File: src/rtl/ram_arbiter_if.sv
// Two-requester RAM arbiter bus: request/response handshakes
// plus the split read/write RAM port the arbiter drives.
interface ram_arbiter_if #(
  parameter int ADDR_WIDTH = 8,
  parameter int DATA_WIDTH = 8
);
  logic                  req0_valid;
  logic                  req0_we;
  logic [ADDR_WIDTH-1:0] req0_addr;
  logic [DATA_WIDTH-1:0] req0_wdata;
  logic                  req0_ready;
  logic                  rsp0_valid;
  logic [DATA_WIDTH-1:0] rsp0_rdata;

  logic                  req1_valid;
  logic                  req1_we;
  logic [ADDR_WIDTH-1:0] req1_addr;
  logic [DATA_WIDTH-1:0] req1_wdata;
  logic                  req1_ready;
  logic                  rsp1_valid;
  logic [DATA_WIDTH-1:0] rsp1_rdata;

  logic [ADDR_WIDTH-1:0] RADDR;
  logic [ADDR_WIDTH-1:0] WADDR;
  logic [DATA_WIDTH-1:0] WDATA;
  logic                  WE;
  logic [DATA_WIDTH-1:0] RDATA;

  modport slave (
    input  req0_valid, req0_we, req0_addr, req0_wdata,
    input  req1_valid, req1_we, req1_addr, req1_wdata,
    input  RDATA,
    output req0_ready, rsp0_valid, rsp0_rdata,
    output req1_ready, rsp1_valid, rsp1_rdata,
    output RADDR, WADDR, WDATA, WE
  );

  modport master (
    output req0_valid, req0_we, req0_addr, req0_wdata,
    output req1_valid, req1_we, req1_addr, req1_wdata,
    output RDATA,
    input  req0_ready, rsp0_valid, rsp0_rdata,
    input  req1_ready, rsp1_valid, rsp1_rdata,
    input  RADDR, WADDR, WDATA, WE
  );
endinterface

File: src/rtl/ram_arbiter.sv
// Arbitrates two requesters onto a RAM with separate read/write
// ports; contention resolved by a toggling priority bit.
module ram_arbiter #(
  parameter int ADDR_WIDTH = 8,
  parameter int DATA_WIDTH = 8
) (
  input logic       CLK,
  input logic       ASYNCRESETN,
  ram_arbiter_if.slave bus
);
  logic                  v0, v1, we0, we1;
  logic [ADDR_WIDTH-1:0] a0, a1;
  logic [DATA_WIDTH-1:0] d0, d1;

  logic prio_q, prio_d;
  logic tag_v_q, tag_v_d;
  logic tag_id_q, tag_id_d;
  logic cont, g0, g1;
  logic rg0, rg1, wg0, wg1;

  logic [ADDR_WIDTH-1:0] raddr, waddr;
  logic [DATA_WIDTH-1:0] wdata;
  logic                  we;

  assign v0  = bus.req0_valid;
  assign v1  = bus.req1_valid;
  assign we0 = bus.req0_we;
  assign we1 = bus.req1_we;
  assign a0  = bus.req0_addr;
  assign a1  = bus.req1_addr;
  assign d0  = bus.req0_wdata;
  assign d1  = bus.req1_wdata;

  // Same op type, or read/write hitting one address, must serialise.
  always_comb begin
    cont = v0 & v1 & ((we0 == we1) | (a0 == a1));
    g0   = ASYNCRESETN & v0 & (~cont | ~prio_q);
    g1   = ASYNCRESETN & v1 & (~cont | prio_q);
    rg0  = g0 & ~we0;
    rg1  = g1 & ~we1;
    wg0  = g0 & we0;
    wg1  = g1 & we1;
    prio_d   = cont ? ~prio_q : prio_q;
    tag_v_d  = rg0 | rg1;
    tag_id_d = rg1;
  end

  always_comb begin
    raddr = '0;
    unique case (1'b1)
      rg0:     raddr = a0;
      rg1:     raddr = a1;
      default: raddr = '0;
    endcase
  end

  always_comb begin
    waddr = '0;
    wdata = '0;
    we    = 1'b0;
    unique case (1'b1)
      wg0: begin
        waddr = a0;
        wdata = d0;
        we    = 1'b1;
      end
      wg1: begin
        waddr = a1;
        wdata = d1;
        we    = 1'b1;
      end
      default: begin
        waddr = '0;
        wdata = '0;
        we    = 1'b0;
      end
    endcase
  end

  always_ff @(posedge CLK or negedge ASYNCRESETN) begin
    if (!ASYNCRESETN) begin
      prio_q   <= 1'b0;
      tag_v_q  <= 1'b0;
      tag_id_q <= 1'b0;
    end else begin
      prio_q   <= prio_d;
      tag_v_q  <= tag_v_d;
      tag_id_q <= tag_id_d;
    end
  end

  assign bus.req0_ready = g0;
  assign bus.req1_ready = g1;
  assign bus.RADDR      = raddr;
  assign bus.WADDR      = waddr;
  assign bus.WDATA      = wdata;
  assign bus.WE         = we;

  assign bus.rsp0_valid = tag_v_q & ~tag_id_q;
  assign bus.rsp1_valid = tag_v_q & tag_id_q;
  assign bus.rsp0_rdata =
    (tag_v_q & ~tag_id_q) ? bus.RDATA : '0;
  assign bus.rsp1_rdata =
    (tag_v_q & tag_id_q) ? bus.RDATA : '0;
endmodule

File: src/flat_wrapper.sv
// flat-port wrapper written by rule: the top's interface ports become plain ports
module ram_arbiter_flat 
#(
  parameter int ADDR_WIDTH = 8,
  parameter int DATA_WIDTH = 8
)
  (CLK, ASYNCRESETN, bus_req0_valid, bus_req0_we, bus_req0_addr, bus_req0_wdata, bus_req1_valid, bus_req1_we, bus_req1_addr, bus_req1_wdata, bus_RDATA, bus_req0_ready, bus_rsp0_valid, bus_rsp0_rdata, bus_req1_ready, bus_rsp1_valid, bus_rsp1_rdata, bus_RADDR, bus_WADDR, bus_WDATA, bus_WE);
  ram_arbiter_if #(.ADDR_WIDTH(ADDR_WIDTH), .DATA_WIDTH(DATA_WIDTH)) bus_i ();
  input logic CLK;
  input logic ASYNCRESETN;
  input wire logic [$bits(bus_i.req0_valid)-1:0] bus_req0_valid;
  input wire logic [$bits(bus_i.req0_we)-1:0] bus_req0_we;
  input wire logic [$bits(bus_i.req0_addr)-1:0] bus_req0_addr;
  input wire logic [$bits(bus_i.req0_wdata)-1:0] bus_req0_wdata;
  input wire logic [$bits(bus_i.req1_valid)-1:0] bus_req1_valid;
  input wire logic [$bits(bus_i.req1_we)-1:0] bus_req1_we;
  input wire logic [$bits(bus_i.req1_addr)-1:0] bus_req1_addr;
  input wire logic [$bits(bus_i.req1_wdata)-1:0] bus_req1_wdata;
  input wire logic [$bits(bus_i.RDATA)-1:0] bus_RDATA;
  output wire logic [$bits(bus_i.req0_ready)-1:0] bus_req0_ready;
  output wire logic [$bits(bus_i.rsp0_valid)-1:0] bus_rsp0_valid;
  output wire logic [$bits(bus_i.rsp0_rdata)-1:0] bus_rsp0_rdata;
  output wire logic [$bits(bus_i.req1_ready)-1:0] bus_req1_ready;
  output wire logic [$bits(bus_i.rsp1_valid)-1:0] bus_rsp1_valid;
  output wire logic [$bits(bus_i.rsp1_rdata)-1:0] bus_rsp1_rdata;
  output wire logic [$bits(bus_i.RADDR)-1:0] bus_RADDR;
  output wire logic [$bits(bus_i.WADDR)-1:0] bus_WADDR;
  output wire logic [$bits(bus_i.WDATA)-1:0] bus_WDATA;
  output wire logic [$bits(bus_i.WE)-1:0] bus_WE;
  assign bus_i.req0_valid = bus_req0_valid;
  assign bus_i.req0_we = bus_req0_we;
  assign bus_i.req0_addr = bus_req0_addr;
  assign bus_i.req0_wdata = bus_req0_wdata;
  assign bus_i.req1_valid = bus_req1_valid;
  assign bus_i.req1_we = bus_req1_we;
  assign bus_i.req1_addr = bus_req1_addr;
  assign bus_i.req1_wdata = bus_req1_wdata;
  assign bus_i.RDATA = bus_RDATA;
  assign bus_req0_ready = bus_i.req0_ready;
  assign bus_rsp0_valid = bus_i.rsp0_valid;
  assign bus_rsp0_rdata = bus_i.rsp0_rdata;
  assign bus_req1_ready = bus_i.req1_ready;
  assign bus_rsp1_valid = bus_i.rsp1_valid;
  assign bus_rsp1_rdata = bus_i.rsp1_rdata;
  assign bus_RADDR = bus_i.RADDR;
  assign bus_WADDR = bus_i.WADDR;
  assign bus_WDATA = bus_i.WDATA;
  assign bus_WE = bus_i.WE;
  ram_arbiter #(.ADDR_WIDTH(ADDR_WIDTH), .DATA_WIDTH(DATA_WIDTH)) u_core (.CLK(CLK), .ASYNCRESETN(ASYNCRESETN), .bus(bus_i));
endmodule
File: config.mk
export PLATFORM = sky130hd
export DESIGN_NAME = ram_arbiter_flat
export DESIGN_NICKNAME = d
export VERILOG_FILES = /design/src/rtl/ram_arbiter_if.sv /design/src/rtl/ram_arbiter.sv /design/src/flat_wrapper.sv
export SDC_FILE = /design/constraint.sdc
export NUM_CORES = 1
export LEC_CHECK = 0
export ABC_CLOCK_PERIOD_IN_PS = 3700
export CORE_UTILIZATION = 49
export CTS_BUF_LIST = sky130_fd_sc_hd__clkbuf_8
export DETAILED_ROUTE_END_ITERATION = 16
export DONT_BUFFER_PORTS = 1
export REMOVE_ABC_BUFFERS = 1
export SLEW_MARGIN = 20
export SYNTH_ARGS = -nofsm -noshare
export SYNTH_HDL_FRONTEND = slang
export SYNTH_SLANG_ARGS = --single-unit
File: constraint.sdc
create_clock -name CLK -period 3.7 [get_ports CLK]
set_input_delay 0.37 -clock CLK [delete_from_list [all_inputs] [get_ports CLK]]
set_output_delay 0.37 -clock CLK [all_outputs]
set_load 0.05 [all_outputs]
==> out/metrics.csv, run 1 <==
metric,value,unit
Post-Place Setup Slack,1.399,ns
VDD IR max,266.2,uV
Post-CTS Setup Inserts,0,
Worst Path Max Fanout,17,
DRT iter0 DRCs,14,
leakage power,0.0003577,uW
Final Cycle Share,62.25,%
Sw Ratio,58.06,%
Slew @ Worst Pin,1.039,ns
largest net degree at the start of global routing,18,
fill count,111,
fin crit period,2.303,ns
CTS sink cnt,3,
Root Buffer,clkbuf_8,
Max-Cap Viols,0,
WP data required,3.33,ns
Clock Latency Late Sink,0.22,ns
Sw Pwr,220.7,uW
TritonCTS clock tree,done,
HP Class,input port to flip-flop,
fin util,57.97,%
H-tree depth,1,
Tot GR Track Use,19.61,%
Syn Std Cell Area,711.9,um2
Crit-path slowest cell,o41ai_4,
final setup violation count,0,
Clock Path Buffers,2,
Num CTS Buffers,3,
Synth Instances,85,
outcome,"finished, final reports clean",
clock-pin slew on the worst setup and hold paths,0.03,ns
num rows,13,
Seq pwr share,14.2,%
CP cell instances,xnor2_1 > nand4_2 > nor2_4 > o41ai_4 > a22o_1,
WP data arrival,1.93,ns
WS Path Type,input port to primary output,
Post-Layout Inst Area,773.2,um2
final setup TNS,0,ns
final wirelength,1731,um
dpl cell area,711.9,um2
"slowest stage delay, CP",0.67,ns
Die Y-Extent,40.12,um
I/O Buffers,0,
CTS resizes,0,
sequential area share after synthesis,10.54,%
unrepaired setup endpoints after global routing,no,
drt via density,7.000,
Die Area,1609,um2
GPL Wtd Cong,0.7062,
Yosys cell types,25,
initial antenna violation count,0,
antenna-violating nets left,0,
core area,1334,um2
Diodes inserted,0,
GR Overflow Total,0,
Clk pwr share,24.1,%
Pint,159.4,uW
Worst slew margin,30.96,%
WL/cell,16.81,um
final total power,380.1,uW
Cell Pwr Density,491.6,nW/um2
number of remaining DRC errors,0,
nets@finish,135,
multi-input logic area,609.3,um2
effective utilization at floorplan,53.38,%
"FF+latch count, synth",3,
fin. max-slew vios,0,
Syn Area/Cell,8.376,um2
vias in the first global route,528,
Gate power share,61.8,%
Pre-antenna DRT Iters,4,
CP Launch Type,input port,
global-route wire length before repair,2097,um
FF/Latch Area,75.07,um2
Layout area overhead,8.612,%
Vias,721,
yosys warns,0,
Crit. End Element,primary output,
setup ws final,1.397,ns
Detailed Place HPWL,1345,um
layout cell share with drive strength beyond 1,15.91,%
Final Hold Fails,0,
# IOs,91,
Die Wd,40.12,um
clock skew,0.002755,ns
Peak Freq,434.2,MHz
==> flip-flops by register name, summed over array words and instances, names as in the netlist <==
register / flops
u_core.tag_v_q: 1
u_core.prio_q: 1
u_core.tag_id_q: 1
==> cells in the final DEF, fill, tap and decap left out, types with 3 or more instances in the layout <==
master    instances
nand3_1           3
nand2_1           4
dfrtp_1           3
or2_2             3
and3_1            8
inv_1             3
xnor2_1           8
and2_1            9
clkbuf_8          3
a22o_1           24
nor2b_1           3
==> through the flow <==
stage	hold slack [ns]	cells
after floorplan	0.07441	82
after global placement	0.07453	98
after detailed placement	0.07453	98
after CTS	0.3901	103
after global routing	0.3973	103
final	0.3902	103
==> kinds of logic after synthesis <==
| kind of cell | synth area share (%) |
|---|---|
| flops | 10.54 |
| xor+xnor | 11.07 |
| simple gates | 31.11 |
| buf+inv | 4.745 |
| compound gates | 42.53 |
==> final cells by class <==
class	instances	share of cell area, %
flip-flops and latches	3	9.709
multi-input cells	77	78.80
clock inverters	1	0.4854
well taps	15	2.427
repair buffers	2	2.265
inverters	2	0.9709
clock buffers	3	5.340
==> cell usage after synthesis <==
master	instances	area, um2
a22o_1	24	210.2
and2_1	9	56.30
and3_1	8	50.05
xnor2_1	8	70.07
nand2_1	4	15.01
dfrtp_1	3	75.07
nand3_1	3	15.01
nor2b_1	3	18.77
or2_2	3	18.77
a21oi_1	2	10.01
buf_6	2	22.52
inv_1	2	7.510
nand4_2	2	25.02
a31oi_1	1	6.260
and2b_1	1	7.510
clkbuf_1	1	3.750
nor2_1	1	3.750
nor2_4	1	11.26
o211a_1	1	10.01
o21ai_0	1	5.000
o21ai_2	1	8.760
o2bb2ai_1	1	8.760
o32ai_2	1	16.27
o41ai_4	1	27.53
xor2_1	1	8.760
==> timing repair <==
action | in CTS | in global routing
hold endpoints to repair | 3 | 0
hold buffers | 1 | 0
setup endpoints to repair | 0 | 0
==> critical path, delay by kind of cell <==
family          cells  cell delay, ns
simple gates        2            0.20
xor+xnor            1            0.12
compound gates      2            1.24
==> final timing paths <==
check                                  from         endpoint  slack (ns)  depth (start not counted)
max                        bus_req1_addr[5]     bus_WADDR[3]        1.40                          5
min                          bus_req0_valid    u_core.prio_q        0.39                          2
max reg2reg                   u_core.prio_q   u_core.tag_v_q        2.33                          3
min reg2reg                   u_core.prio_q    u_core.prio_q        0.54                          1
max in group asynchronous       ASYNCRESETN  u_core.tag_id_q        3.14                          1
min in group asynchronous       ASYNCRESETN    u_core.prio_q        0.41                          1
==> power groups by stage <==
stage               Sequential [uW]  Combinational [uW]  Clock (uW)
floorplan                      49.8                 220           0
global placement               52.3                 233           0
detailed placement             53.5                 233           0
CTS                            53.1                 235        94.5
global route                   55.6                 245        96.7
finish                         53.9                 235        91.5
==> per-layer routing <==
| layer | share of wire (%) | wire length, um | track usage (%) | up-vias |
|---|---|---|---|---|
| li1 | - | - | - | 337 |
| met1 | 38 | 650 | 21.38 | 333 |
| met2 | 51 | 885 | 33.87 | 51 |
| met3 | 11 | 195 | 7.778 | 0 |
| met4 | 0 | 0 | 6.897 | 0 |
| met5 | 0 | 0 | 0 | - |
No activity file was read; power rests on OpenSTA's default activity.
==> run 2: changes to the inputs <==
--- a/config.mk
+++ b/config.mk
@@ -5,11 +5,12 @@
 export SDC_FILE = /design/constraint.sdc
 export NUM_CORES = 1
 export LEC_CHECK = 0
-export ABC_CLOCK_PERIOD_IN_PS = 3700
+export ABC_CLOCK_PERIOD_IN_PS = 2000
 export CORE_UTILIZATION = 49
 export CTS_BUF_LIST = sky130_fd_sc_hd__clkbuf_8
 export DETAILED_ROUTE_END_ITERATION = 16
 export DONT_BUFFER_PORTS = 1
+export PLACE_DENSITY = 0.66
 export REMOVE_ABC_BUFFERS = 1
 export SLEW_MARGIN = 20
 export SYNTH_ARGS = -nofsm -noshare
==> constraint.sdc (replaced) <==
create_clock -name CLK -period 2 [get_ports CLK]
set_input_delay 0.2 -clock CLK [delete_from_list [all_inputs] [get_ports CLK]]
set_output_delay 0.2 -clock CLK [all_outputs]
set_load 0.05 [all_outputs]
==> out/metrics.csv, run 2 <==
metric,value,unit
XOR/XNOR Fraction of Synth Area,11.07,%
Die Y-Extent,40.12,um
yosys warns,0,
sequential area share after synthesis,10.54,%
Failed at,clock tree synthesis,
hold bufs inserted after CTS,1,
largest cells by area after synthesis,"a22o_1 (30%), dfrtp_1 (11%), xnor2_1 (9.8%)",
number of synthesized flops with an enable pin,0,
Post-CTS Setup Inserts,0,
effective utilization at floorplan,53.38,%
num rows,13,
Detailed Place HPWL,2518,um
I/O Buffers,0,
Die Wd,40.12,um
error msg,[ERROR DPL-0033] detailed placement checks failed during check placement.,
Async SR Flop Fraction,100.0,%
cell taking the most area after synthesis,a22o_1,
GPL Wtd Cong,0.7688,
Synth Instances,85,
# IOs,91,
"count leader, synth",a22o_1,
Syn Std Cell Area,711.9,um2
CTS sink cnt,3,
Simple-Gate Fraction of Synth Area,31.11,%
Root Buffer,clkbuf_8,
Clock Path Buffers,2,
"FF+latch count, synth",3,
Syn Area/Cell,8.376,um2
H-tree depth,1,
combinational family with the most area after synthesis,compound AO/OA/AOI/OAI gates,
Main synth FF type,dfrtp_1,
CTS resizes,0,
Yosys cell types,25,
post-synthesis mux area share,0,%
Num CTS Buffers,3,
Synth top area share,29.53,%
Compound-Gate Fraction of Synth Area,42.53,%
Commonest cells post-synth,"a22o_1 (24), and2_1 (9), and3_1 (8), xnor2_1 (8), nand2_1 (4)",
adder-cell share of the synthesized area,0,%
outcome,did not finish,
==> run 2: kinds of logic after synthesis <==
| group | count (synthesis) |
|---|---|
| xor gates and xnor gates | 9 |
| DFF | 3 |
| buffers and inverters | 5 |
| and+or+nand+nor | 35 |
| AOI/OAI and AO/OA | 33 |
==> run 2: metrics by stage <==
stage / instances / worst slack [ns] / cell area, um2
floorplan: 82 / -0.04251 / 685.7
global placement: 132 / 0.1854 / 1267
detailed placement: 132 / 0.05734 / 1267
==> run 3: changes to the inputs <==
--- a/config.mk
+++ b/config.mk
@@ -5,12 +5,12 @@
 export SDC_FILE = /design/constraint.sdc
 export NUM_CORES = 1
 export LEC_CHECK = 0
-export ABC_CLOCK_PERIOD_IN_PS = 2000
-export CORE_UTILIZATION = 49
-export CTS_BUF_LIST = sky130_fd_sc_hd__clkbuf_8
+export ABC_CLOCK_PERIOD_IN_PS = 2600
+export CORE_AREA = 2 2 63 65
 export DETAILED_ROUTE_END_ITERATION = 16
+export DIE_AREA = 0 0 65 67
 export DONT_BUFFER_PORTS = 1
-export PLACE_DENSITY = 0.66
+export PLACE_DENSITY_LB_ADDON = 0.15
 export REMOVE_ABC_BUFFERS = 1
 export SLEW_MARGIN = 20
 export SYNTH_ARGS = -nofsm -noshare
==> constraint.sdc (replaced) <==
create_clock -name CLK -period 2.6 [get_ports CLK]
set_input_delay 0.26 -clock CLK [delete_from_list [all_inputs] [get_ports CLK]]
set_output_delay 0.26 -clock CLK [all_outputs]
set_load 0.05 [all_outputs]
==> out/metrics.csv, run 3 (same netlist as run 1, synthesis figures left out) <==
metric,value,unit
Diodes inserted,0,
clock-pin slew on the worst setup and hold paths,0.03,ns
nets@finish,137,
largest net degree at the start of global routing,18,
Post-CTS Setup Inserts,0,
Worst slew margin,40.29,%
fill count,384,
Final Hold Fails,0,
Max-Cap Viols,0,
r2r endpoint,u_core.tag_v_q,
Num CTS Buffers,3,
Crit path buffers/inverters,0,
number of remaining DRC errors,0,
Pre-antenna DRT Iters,4,
most frequent cells in the layout,"a22o_1 (24), and2_1 (9), xnor2_1 (8), and3_1 (8), nand2_1 (4)",
Die Area,4355,um2
HP Class,input port to flip-flop,
Die Wd,65,um
Crit. End Element,primary output,
final setup TNS,0,ns
hold bufs inserted after CTS,1,
GPL Wtd Cong,0.7232,
"commonest non-fill, non-tap cell in the layout",a22o_1,
CP cell instances,nor2b_1 > o32ai_2 > a22o_1,
CTS sink cnt,3,
worst r2r path cells,3,
drt via density,5.384,
Clock Path Buffers,2,
Root Buffer,clkbuf_8,
final wirelength,2193,um
"setup slack, reg-to-reg",1.11,ns
critical path endpoint,bus_RADDR[7],
clock skew,0.0005719,ns
WS Path Type,flip-flop to primary output,
vias in the first global route,709,
H-tree depth,1,
Final Cycle Share,87.07,%
num rows,22,
CP Depth,3,
global-route wire length before repair,3111,um
DRT iter0 DRCs,18,
WL/cell,15.89,um
TritonCTS clock tree,done,
Crit-path slowest cell,o32ai_2,
Die Y-Extent,67,um
"slowest stage delay, CP",0.70,ns
final setup violation count,0,
Tot GR Track Use,9.822,%
outcome,"finished, final reports clean",
Worst Path Max Fanout,10,
CP Launch Type,flip-flop,
Vias,743,
leakage power,0.0003636,uW
Post-Layout Inst Area,823.3,um2
Detailed Place HPWL,1793,um
effective utilization at floorplan,19.74,%
fin. max-slew vios,0,
unrepaired setup endpoints after global routing,no,
CTS resizes,0,
Layout area overhead,15.64,%
VDD IR max,156.4,uV
dpl cell area,768.2,um2
fin crit period,2.264,ns
antenna-violating nets left,0,
WP data required,2.34,ns
Clock Latency Late Sink,0.21,ns
core area,3606,um2
Peak Freq,441.7,MHz
layout cell share with drive strength beyond 1,16.67,%
WP data arrival,2.00,ns
# IOs,91,
GR Overflow Total,0,
I/O Buffers,0,
Cell Pwr Density,666.3,nW/um2
initial antenna violation count,0,
"delay-heaviest family, CP",compound AO/OA/AOI/OAI gates,
biggest regs,"u_core.prio_q (1), u_core.tag_id_q (1), u_core.tag_v_q (1)",
Slew @ Worst Pin,0.8926,ns
Worst Setup SP,u_core.prio_q,
Reg-to-Reg Start,u_core.prio_q,
==> run 3: metrics by stage <==
stage	setup slack, ns	util (%)	hold WS, ns	cells	power [uW]
2_1_floorplan	0.4975	-	-0.03559	82	384.4
3_3_place_gp	0.4929	21.30	-0.03524	133	419.1
3_5_place_dp	0.4580	21.30	-0.03525	133	416.8
4_1_cts	0.3568	22.83	0.2798	138	555.3
5_1_grt	0.2549	22.83	0.2912	138	576.3
6_report	0.3362	22.83	0.2810	138	548.6
==> run 3: layout make-up <==
| cell class | instances | area, um2 | area share, % |
|---|---|---|---|
| Clock buffer | 4 | 45.04 | 5.471 |
| Multi-Input combinational cell | 77 | 603.1 | 73.25 |
| Timing Repair Buffer | 4 | 32.53 | 3.951 |
| Inverter | 2 | 7.507 | 0.9119 |
| Tap cell | 48 | 60.06 | 7.295 |
| Sequential cell | 3 | 75.07 | 9.119 |
==> run 3: metal layers <==
layer	vias to the layer above	global-route usage, %	share of wire, %
met4	0	7.979	2.9
met3	6	1.182	13
met5	-	0	0
li1	338	-	-
met2	85	17.78	48
met1	314	10.16	36
==> run 3: where the power goes <==
part	internal [uW]	switching [uW]	total (uW)	leakage (uW)
combinational	70.9	271	342	0.000303
sequential	58.6	15.9	74.6	0.0000378
clock	104	27.8	132	0.0000228
total	234	315	549	0.000364
==> run 3: worst min-delay path by stage <==
stage	endpoint	depth (start not counted)	start	slack, ns
finish	u_core.prio_q	2	bus_req0_valid	0.28
global route	u_core.prio_q	2	bus_req0_valid	0.29
CTS	u_core.prio_q	2	bus_req0_valid	0.28
detailed placement	u_core.prio_q	0	ASYNCRESETN	-0.04
global placement	u_core.prio_q	0	ASYNCRESETN	-0.04
floorplan	u_core.prio_q	0	ASYNCRESETN	-0.04
==> run 3: worst reg2reg max path, stage by stage (launching register included) <==
cell	delay, ns
dfrtp_1	0.39
nor2b_1	0.10
o32ai_2	0.70
or2_2	0.23
==> patch, RTL diff (config.mk and constraints of run 3) <==
Make the reset (`ASYNCRESETN`) synchronous in one clocked block.
--- a/src/rtl/ram_arbiter.sv
+++ b/src/rtl/ram_arbiter.sv
@@ -79,3 +79,3 @@
 
-  always_ff @(posedge CLK or negedge ASYNCRESETN) begin
+  always_ff @(posedge CLK) begin
     if (!ASYNCRESETN) begin
Check against the original RTL: differs if ASYNCRESETN is asserted again (counterexample within 4 cycles, from zero or initial values and one cycle with ASYNCRESETN low); with ASYNCRESETN held inactive, the same outputs for 10 cycles.
==> patch against run 3 <==
- global-route usage shrank 1.2 points
- wire length shrank 4.7%
- synthesized cell count grew 3.5%
- worst setup slack gained 0.063 ns
- cell count grew 0.72%
- combinational power shrank 31%
- core utilization shrank 1.1 points
- cell area shrank 4.9%
- die area is the same
- total power shrank 23%
- sequential cell count is the same
- sequential share of layout area shrank 1.5 points
- synthesized area shrank 2.6%
- largest cell class unchanged
- highest routed layer is now met3
==> patch: results (changes against run 3) <==
| Metric | Value |
|---|---|
| Post-synthesis sequential area ratio | `8.66% (was 10.5%)` |
| Post-DP HPWL | `1750 um (was 1790 um)` |
| Pin count of the biggest net entering global routing | `18 (unchanged)` |
| Post-CTS setup buffers | `0 (unchanged)` |
| Most frequent cells after synthesis | `a22o_1 (24), and2_1 (10), and3_1 (8), xor2_1 (8) (was a22o_1 (24), and2_1 (9), and3_1 (8), xnor2_1 (8), nand2_1 (4))` |
| Leak | `0.334 nW (was 0.364 nW)` |
| Fraction of layout cells with a size suffix above 1 | `13.2% (was 16.7%)` |
| # port buffers | `0 (unchanged)` |
| N_diodes | `0 (unchanged)` |
| Crit path max-delay cell type | `or2_2 (was o32ai_2)` |
| Placer Congestion | `0.842 (was 0.723)` |
| Hold Path Stages | `1 (was 2)` |
| Area contributors post-synth | `a22o_1 (30%), xor2_1 (10%), and2_1 (9.0%) (was a22o_1 (30%), dfrtp_1 (11%), xnor2_1 (9.8%))` |
| Worst hold path type | `in2reg (unchanged)` |
| Root buffer cell | `clkbuf_8 (unchanged)` |
| Syn Area/Cell | `7.88 um^2 (was 8.38 um^2)` |
| Setup Skew | `0.00110 ns (was 0.000572 ns)` |
| Clk_lat worst skew | `0.21 ns (about the same)` |
| GRT Util Overall | `8.60% (was 9.82%)` |
| Top flop regs | `u_core.prio_q x1, u_core.tag_id_q x1, u_core.tag_v_q x1 (unchanged)` |
| Non-filler cells, final | `139 (was 138)` |
| TritonCTS Buffers | `3 (unchanged)` |
| DRT Pass-1 Iters | `4 (unchanged)` |
| Yosys warns | `0 (unchanged)` |
| Main synth FF type | `dfxtp_1 (was dfrtp_1)` |
| Via count | `763 (was 743)` |
| 1st-iter DRT viols | `11 (was 18)` |
| Longest Clk Path Bufs | `2 (unchanged)` |
| Critical path peak fanout | `17 (was 10)` |
| Peak VDD IR | `0.000129 V (was 0.000156 V)` |
| Clk slew on worst S/H paths | `0.03 ns (about the same)` |
| Crit path arrival time | `1.94 ns (was 2.00 ns)` |
| Initial antenna violation count | `0 (unchanged)` |
| CP peak stage delay | `0.49 ns (was 0.70 ns)` |
| First-pass GRT wire length | `2820 um (was 3110 um)` |
| Cell family with most CP delay | `simple AND/OR/NAND/NOR gates (was compound AO/OA/AOI/OAI gates)` |
| Vias in the first global route | `642 (was 709)` |
| Fraction of registers with async set/reset | `0% (was 100%)` |
| Least-Margin Pin Slew | `0.774 ns (was 0.893 ns)` |
| Post-cts sizing count | `0 (unchanged)` |
| Dpl cell area | `738 um^2 (was 768 um^2)` |
| Netlist cell types | `24 (was 25)` |
| Status | `complete, no violations (unchanged)` |
| WL final | `2090 um (was 2190 um)` |
| Worst r2r path cells | `3 (unchanged)` |
| Max H-tree Level | `1 (unchanged)` |
==> patch: cell count changes after synthesis, sizes merged, moves of 2 or more <==
cell / change
dfrtp: -3
xor2: +7
nor4: +2
o22ai: +2
dfxtp: +3
xnor2: -8
nand4: -2
==> patch: kinds of logic (layout without fill, tap and decap cells) <==
kind of cell,count (synthesis),in the layout,synth area share (%)
flops,3,3,8.66
buf+inv,5,8,5.96
compound gates,34,34,43.9
xor+xnor,8,8,10.1
simple gates,38,38,31.4
==> patch: worst paths after layout <==
path | slack [ns] | end | start
min reg2reg | 0.52 | u_core.prio_q | u_core.prio_q
min | 0.20 | u_core.prio_q | ASYNCRESETN
max reg2reg | 1.24 | u_core.tag_v_q | u_core.prio_q
max | 0.40 | bus_WE | bus_req1_addr[7]
==> patch: metal layers <==
| metal | wire length [um] | track usage [%] |
|---|---|---|
| met3 | 251 | 2.70 |
| met1 | 744 | 7.92 |
| met2 | 1090 | 18.6 |
| met5 | 0 | 0 |
| met4 | 0 | 0.798 |
==> patch: through the flow <==
step	util [%]	worst slack (ns)	hold WS (ns)
2_1_floorplan	-	0.490	0.414
3_3_place_gp	20.5	0.447	0.419
3_5_place_dp	20.5	0.413	0.425
4_1_cts	21.7	0.395	0.190
5_1_grt	21.7	0.306	0.194
6_report	21.7	0.400	0.196
==> patch: where the power goes <==
part           switching (mW)  internal (mW)
sequential            0.00485         0.0498
combinational           0.189         0.0462
clock                  0.0309          0.105
total                   0.224          0.201
==> patch: final cells by class <==
class | count | area (um^2)
Clock buffer | 4 | 45.0
Fill cell | 400 | 2820
Inverter | 1 | 3.75
Multi-Input combinational cell | 80 | 592
Sequential cell | 3 | 60.1
Tap cell | 48 | 60.1
Timing Repair Buffer | 3 | 22.5
